[src/rtl/stopwatch_pkg.sv]
// stopwatch_pkg
//   Shared types and helpers for the push-button stopwatch control block.
//   - sw_state_t      : FSM state encoding, also driven out on StateOut
//                       (IDLE=0, RUN=1, PAUSE=2, LAP=3).
//   - KEY_SYNC_STAGES : depth of the key synchronizer chain.
//   - calc_div()      : prescaler division ratio, system clocks per count tick.
package stopwatch_pkg;

   typedef enum logic [1:0] {
      IDLE  = 2'd0,
      RUN   = 2'd1,
      PAUSE = 2'd2,
      LAP   = 2'd3
   } sw_state_t;

   localparam int KEY_SYNC_STAGES = 2;

   function automatic int calc_div(input int clk_hz, input int tick_hz);
      return clk_hz / tick_hz;
   endfunction

endpackage

[src/rtl/stopwatch_ctrl_key_conditioner.sv]
// key_conditioner
//   Turns one asynchronous active-low push-button into a single-cycle
//   "pressed" event: synchronizer, optional debounce, falling-edge detect.
//   Holding the key produces exactly one event.
//
//   Optional feature macro: STOPWATCH_DEBOUNCE_EN
//     defined   : the synchronized level must stay at a new value for
//                 DEBOUNCE_CYCLES consecutive cycles before the debounced
//                 level follows; shorter glitches restart the count.
//     undefined : synchronizer plus edge detect only.
//
//   Ports
//     i_clk    in  system clock
//     i_rst_n  in  synchronous active-low reset
//     i_key_n  in  raw key, active-low, asynchronous to i_clk
//     o_press  out 1-cycle pulse on a (debounced) key press
module key_conditioner
   import stopwatch_pkg::*;
#(
   parameter int DEBOUNCE_CYCLES = 500000
) (
   input  logic i_clk,
   input  logic i_rst_n,
   input  logic i_key_n,
   output logic o_press
);

   localparam int WARM_W = $clog2(KEY_SYNC_STAGES + 1);

   if (DEBOUNCE_CYCLES < 1) begin : g_bad_debounce
      $error("key_conditioner: DEBOUNCE_CYCLES must be at least 1");
   end

   logic [KEY_SYNC_STAGES-1:0] r_sync;
   logic                       r_prev;
   logic                       r_armed;
   logic [WARM_W-1:0]          r_warm;
   logic                       w_sync_lvl;
   logic                       w_level;

   assign w_sync_lvl = r_sync[KEY_SYNC_STAGES-1];

   always_ff @(posedge i_clk) begin
      if (!i_rst_n) begin
         r_sync <= '1;
      end else begin
         r_sync <= {r_sync[KEY_SYNC_STAGES-2:0], i_key_n};
      end
   end

`ifdef STOPWATCH_DEBOUNCE_EN
   localparam int DB_W = (DEBOUNCE_CYCLES > 1) ? $clog2(DEBOUNCE_CYCLES) : 1;

   logic            r_db;
   logic [DB_W-1:0] r_db_cnt;

   // The debounced level only moves after DEBOUNCE_CYCLES consecutive cycles
   // of disagreement with the synchronized level.
   always_ff @(posedge i_clk) begin
      if (!i_rst_n) begin
         r_db     <= 1'b1;
         r_db_cnt <= '0;
      end else if (w_sync_lvl == r_db) begin
         r_db_cnt <= '0;
      end else if (r_db_cnt == DB_W'(DEBOUNCE_CYCLES - 1)) begin
         r_db     <= w_sync_lvl;
         r_db_cnt <= '0;
      end else begin
         r_db_cnt <= r_db_cnt + DB_W'(1);
      end
   end

   assign w_level = r_db;
`else
   assign w_level = w_sync_lvl;
`endif

   // The synchronizer comes out of reset as "released" regardless of the
   // real key. Events are only armed once the real key has been seen
   // released, so a key held through reset does not fire on reset release.
   always_ff @(posedge i_clk) begin
      if (!i_rst_n) begin
         r_prev  <= 1'b1;
         r_warm  <= '0;
         r_armed <= 1'b0;
      end else begin
         r_prev <= w_level;
         if (r_warm != WARM_W'(KEY_SYNC_STAGES)) begin
            r_warm <= r_warm + WARM_W'(1);
         end
         if ((r_warm == WARM_W'(KEY_SYNC_STAGES)) && w_sync_lvl && w_level) begin
            r_armed <= 1'b1;
         end
      end
   end

   assign o_press = r_armed & r_prev & ~w_level;

endmodule

[src/rtl/stopwatch_ctrl.sv]
// stopwatch_ctrl
//   Sequences a 0000-9999 display counter as a push-button stopwatch.
//   Start/Stop and Lap/Reset keys drive a four-state FSM; a prescaler
//   produces the counter's one-cycle count-enable pulses.
//
//   Optional feature macro: STOPWATCH_DEBOUNCE_EN (key debounce, see
//   key_conditioner). Default build has no debounce.
//
//   Ports
//     Clock      in   system clock, all logic on posedge
//     Clear      in   synchronous active-low reset
//     KeyStartN  in   Start/Stop key, active-low, asynchronous
//     KeyLapN    in   Lap/Reset key, active-low, asynchronous
//     CountEn    out  1-cycle count-enable pulse to the counter
//     CountClrN  out  synchronous active-low clear to the counter
//     LapHold    out  1 = display freezes its current value
//     Running    out  1 in RUN or LAP
//     StateOut   out  encoded FSM state (IDLE=0, RUN=1, PAUSE=2, LAP=3)
module stopwatch_ctrl
   import stopwatch_pkg::*;
#(
   parameter int CLK_HZ          = 50000000,
   parameter int TICK_HZ         = 1,
   parameter int DEBOUNCE_CYCLES = 500000
) (
   input  logic       Clock,
   input  logic       Clear,
   input  logic       KeyStartN,
   input  logic       KeyLapN,
   output logic       CountEn,
   output logic       CountClrN,
   output logic       LapHold,
   output logic       Running,
   output logic [1:0] StateOut
);

   localparam int DIV = calc_div(CLK_HZ, TICK_HZ);
   localparam int PW  = (DIV > 1) ? $clog2(DIV) : 1;

   if ((DIV < 2) || ((CLK_HZ % TICK_HZ) != 0)) begin : g_bad_div
      $error("stopwatch_ctrl: CLK_HZ/TICK_HZ must be an integer >= 2");
   end

   logic w_start;
   logic w_lap;

   key_conditioner #(
      .DEBOUNCE_CYCLES (DEBOUNCE_CYCLES)
   ) u_key_start (
      .i_clk   (Clock),
      .i_rst_n (Clear),
      .i_key_n (KeyStartN),
      .o_press (w_start)
   );

   key_conditioner #(
      .DEBOUNCE_CYCLES (DEBOUNCE_CYCLES)
   ) u_key_lap (
      .i_clk   (Clock),
      .i_rst_n (Clear),
      .i_key_n (KeyLapN),
      .o_press (w_lap)
   );

   sw_state_t       r_state;
   sw_state_t       w_state_nxt;
   logic [PW-1:0]   r_presc;
   logic [PW-1:0]   w_presc_nxt;
   logic            r_count_en;
   logic            w_count_en_nxt;
   logic            r_clr_n;
   logic            w_clr_n_nxt;
   logic            r_lap_hold;
   logic            w_lap_hold_nxt;
   logic            r_running;
   logic            w_running_nxt;

   always_ff @(posedge Clock) begin
      if (!Clear) begin
         r_state    <= IDLE;
         r_presc    <= '0;
         r_count_en <= 1'b0;
         r_clr_n    <= 1'b0;
         r_lap_hold <= 1'b0;
         r_running  <= 1'b0;
      end else begin
         r_state    <= w_state_nxt;
         r_presc    <= w_presc_nxt;
         r_count_en <= w_count_en_nxt;
         r_clr_n    <= w_clr_n_nxt;
         r_lap_hold <= w_lap_hold_nxt;
         r_running  <= w_running_nxt;
      end
   end

   always_comb begin
      w_state_nxt    = r_state;
      w_presc_nxt    = r_presc;
      w_count_en_nxt = 1'b0;
      w_clr_n_nxt    = 1'b1;
      w_lap_hold_nxt = r_lap_hold;

      // The prescaler advances on every edge spent in RUN or LAP, including
      // the edge that leaves them, so a wrap coinciding with a Start press
      // still issues its enable and PAUSE keeps the exact fraction.
      if ((r_state == RUN) || (r_state == LAP)) begin
         if (r_presc == PW'(DIV - 1)) begin
            w_presc_nxt    = '0;
            w_count_en_nxt = 1'b1;
         end else begin
            w_presc_nxt = r_presc + PW'(1);
         end
      end

      // Start is tested first everywhere, so a simultaneous Lap is dropped.
      case (r_state)
         IDLE: begin
            if (w_start) begin
               w_state_nxt = RUN;
               w_presc_nxt = '0;
            end
         end
         RUN: begin
            if (w_start) begin
               w_state_nxt = PAUSE;
            end else if (w_lap) begin
               w_state_nxt    = LAP;
               w_lap_hold_nxt = 1'b1;
            end
         end
         LAP: begin
            if (w_start) begin
               w_state_nxt    = PAUSE;
               w_lap_hold_nxt = 1'b0;
            end else if (w_lap) begin
               w_state_nxt    = RUN;
               w_lap_hold_nxt = 1'b0;
            end
         end
         PAUSE: begin
            if (w_start) begin
               w_state_nxt = RUN;
            end else if (w_lap) begin
               w_state_nxt = IDLE;
               w_clr_n_nxt = 1'b0;
               w_presc_nxt = '0;
            end
         end
         default: begin
            w_state_nxt    = IDLE;
            w_presc_nxt    = '0;
            w_lap_hold_nxt = 1'b0;
         end
      endcase

      w_running_nxt = (w_state_nxt == RUN) || (w_state_nxt == LAP);
   end

   assign CountEn   = r_count_en;
   assign CountClrN = r_clr_n;
   assign LapHold   = r_lap_hold;
   assign Running   = r_running;
   assign StateOut  = r_state;

endmodule

[config.mk]
export PLATFORM = sky130hd
export DESIGN_NAME = stopwatch_ctrl
export DESIGN_NICKNAME = d
export VERILOG_FILES = /design/src/rtl/stopwatch_pkg.sv /design/src/rtl/stopwatch_ctrl_key_conditioner.sv /design/src/rtl/stopwatch_ctrl.sv
export SDC_FILE = /design/constraint.sdc
export NUM_CORES = 1
export LEC_CHECK = 0
export CAP_MARGIN = 20
export CORE_MARGIN = 2
export CORE_UTILIZATION = 40
export CTS_CLUSTER_DIAMETER = 30
export DETAILED_ROUTE_END_ITERATION = 8
export DONT_BUFFER_PORTS = 1
export MAX_ROUTING_LAYER = met4
export SYNTH_ARGS = -nofsm -noshare
export SYNTH_HDL_FRONTEND = slang
export SYNTH_SLANG_ARGS = --single-unit
[constraint.sdc]
create_clock -name Clock -period 1.8 [get_ports Clock]
set_input_delay 0.18 -clock Clock [delete_from_list [all_inputs] [get_ports Clock]]
set_output_delay 0.18 -clock Clock [all_outputs]
set_load 0.02 [all_outputs]
==> flow_summary.json <==
{
  "dp_hpwl_um": 2330,
  "power_density_mw_per_mm2": 872.7,
  "outcome": "finished, final reports clean",
  "synth_fp_nets": 208,
  "fmax_mhz": 576.1,
  "grt_pass1_wl_um": 5837,
  "io_buffers": 0,
  "finish.utilization_pct": 52.34,
  "critPathLaunchType": "register",
  "r2r-start": "r_presc[9]",
  "wl_per_cell_um": 11.81,
  "setup_viol": 0,
  "synth_most_common_cell": "dfxtp_1",
  "wirelength_um": 3412,
  "hold_viol": 0,
  "cp.required_ns": 1.99,
  "htreeDepth": 2,
  "worstPathArrival_ns": 1.92,
  "yosys.area.top_type": "dfxtp_1",
  "dieArea_mm2": 0.005157,
  "ios": 10,
  "dr.pass1.iters": 4,
  "fin_worst_skew_ns": 0.008402,
  "row_count": 24,
  "clk-insertion-delay-late_ns": 0.30,
  "max_cap_viol_count": 0,
  "yosysTopAreaCellShare_pct": 46.80,
  "antenna_found_initial": 0,
  "power.total_mw": 2.002,
  "route.detailed.drc": 0,
  "n_fill_cell": 421,
  "finalNonFillerCells": 289,
  "fin_setup_tns_ns": 0,
  "fin_area_mm2": 0.002295,
  "finalCriticalPeriod_ns": 1.736,
  "max_stage_delay_ns": 0.45,
  "synth-main-ff-cell": "dfxtp_1",
  "place_area_mm2": 0.002096,
  "drt-initial-drc-count": 58,
  "cp_max_fo": 5,
  "path_cells": "nor4_1 -> nand3_1 -> or4_4 -> buf_4 -> or4b_1 -> o22ai_1",
  "initial_core_util_pct": 41.95,
  "grt_pass1_vias": 1270,
  "postSynthAreaPerCell_um2": 9.151,
  "endpoint_kind": "register",
  "ys_seq_elements": 43,
  "postSynthCellCount": 201,
  "cts_sinks": 43,
  "die_x_um": 71.81,
  "worst_pin_slew_ns": 0.3042,
  "synth_area_mm2": 0.001839,
  "crit_start": "r_presc[9]",
  "syn_to_final_growth_pct": 24.76,
  "clockRootBuffer": "clkbuf_8",
  "ys_top_cells_by_count": "dfxtp_1, nor2_1, xor2_1",
  "dp_slack_ns": 0.01833,
  "slew_viol_final": 0,
  "cts_tree": "done",
  "cts_buffer_depth": 2,
  "grt_max_degree": 17,
  "yosys-top-cells-area": "dfxtp_1, xor2_1, nor2_1",
  "hold_path_startpoint": "Clear",
  "p_leak_nw": 0.9229,
  "clk_pin_slew_ns": 0.08,
  "drive_above_1_share_pct": 24.05,
  "relSlewSlack_pct": 79.54,
  "synthArstFlopShare_pct": 0,
  "grt_setup_unrepaired": "false",
  "antenna_left": 0,
  "slowest_stage": "or4_4",
  "yosysSeqAreaShare_pct": 46.80,
  "die_h_um": 71.81,
  "core_area_mm2": 0.004384,
  "place_inst": 273,
  "grt_usage_pct": 15.16,
  "peakVddDrop_mv": 0.5803,
  "cts_buffers": 5,
  "yosysWarnings": 0,
  "min_path_type": "in -> reg",
  "vias": 1434,
  "fin_ws_ns": 0.06419,
  "grt_overflow_total": 0,
  "fin_crit_sh_pct": 96.43,
  "synth.distinct_cells": 40,
  "nets": 243,
  "path_class": "reg -> reg",
  "whs_ns": 0.1349,
  "viasPerCell": 4.962,
  "synth_edf_count": 0,
  "antenna_cells": 0,
  "gp_congestion": 0.7708
}
-- critical path, delay by kind of cell (launching register included) --
| kind | cells | cell delay, ns |
|---|---|---|
| buffers and inverters | 1 | 0.17 |
| AOI/OAI and AO/OA | 1 | 0.07 |
| and+or+nand+nor | 4 | 1.05 |
| DFF | 1 | 0.34 |
-- placed cells by master, fill, tap and decap left out, types with 2 or more instances in the layout --
master,Yosys,layout
and4_1,2,2
a31oi_1,2,2
xor2_1,17,17
nand2b_1,6,6
nor3_1,3,3
nand4_1,6,6
clkbuf_8,0,5
nand3_1,14,14
nand4b_1,2,2
and2_1,2,2
inv_1,3,3
and3_1,4,3
dlygate4sd3_1,0,3
a21oi_1,8,8
nor4_4,2,2
ha_1,3,2
nand2_1,13,13
buf_4,3,31
xnor2_1,8,8
dfxtp_1,43,36
nand3b_1,2,2
nor2_1,38,38
dfxtp_2,0,6
-- sequential cells by signal, indices dropped and copies added, names as in the netlist, 2 cells and up --
name	cells
r_presc	26
StateOut	2
u_key_lap.r_sync	2
u_key_lap.r_warm	2
u_key_start.r_sync	2
u_key_start.r_warm	2
-- cells by family (layout without fill, tap and decap cells) --
kind of cell / after synthesis / count (layout) / share of synthesized area, %
compound gates: 15 / 15 / 5.034
simple gates: 103 / 103 / 30.68
flops: 43 / 43 / 46.80
buf+inv: 11 / 47 / 2.992
fa+ha+maj: 3 / 3 / 2.041
xor+xnor: 25 / 25 / 11.90
mux: 1 / 1 / 0.5442
-- layer usage --
metal	wire, um	vias to the layer above	track usage, %
met5	0	-	-
met4	62	0	7.547
met3	121	5	4.641
met2	1515	18	21.71
met1	1712	658	19.33
li1	-	753	-
-- worst paths after layout --
check / end / depth (start not counted) / slack [ns]
worst max-delay path: r_presc[24] / 6 / 0.06
worst min register to register: u_key_start.r_sync[1] / 1 / 0.41
worst max register to register: r_presc[24] / 6 / 0.06
worst min-delay path: StateOut[1] / 2 / 0.13
-- final cells by class --
class                   count  area, um^2  area share (%)
multi-input cells         147       952.2           41.49
repair buffers             35       282.8           12.32
clock buffers               6       93.84           4.089
clock inverters             2       13.76          0.5998
flip-flops and latches     43       872.1           38.00
well taps                  52       65.06           2.835
inverters                   4       15.01          0.6543
-- what timing repair did --
item                                   CTS  global route
hold buffers                             3             0
cloned                                   0             0
resized for setup                        1             7
pin swaps                                1             3
endpoints found under the hold margin    7             0
setup buffers                            1             4
setup endpoints to repair                2            25
-- power breakdown --
part / internal (mW) / switching, mW
combinational: 0.114 / 0.123
clock: 0.357 / 0.343
sequential: 1.02 / 0.0459
No activity file was read; power rests on OpenSTA's default activity.
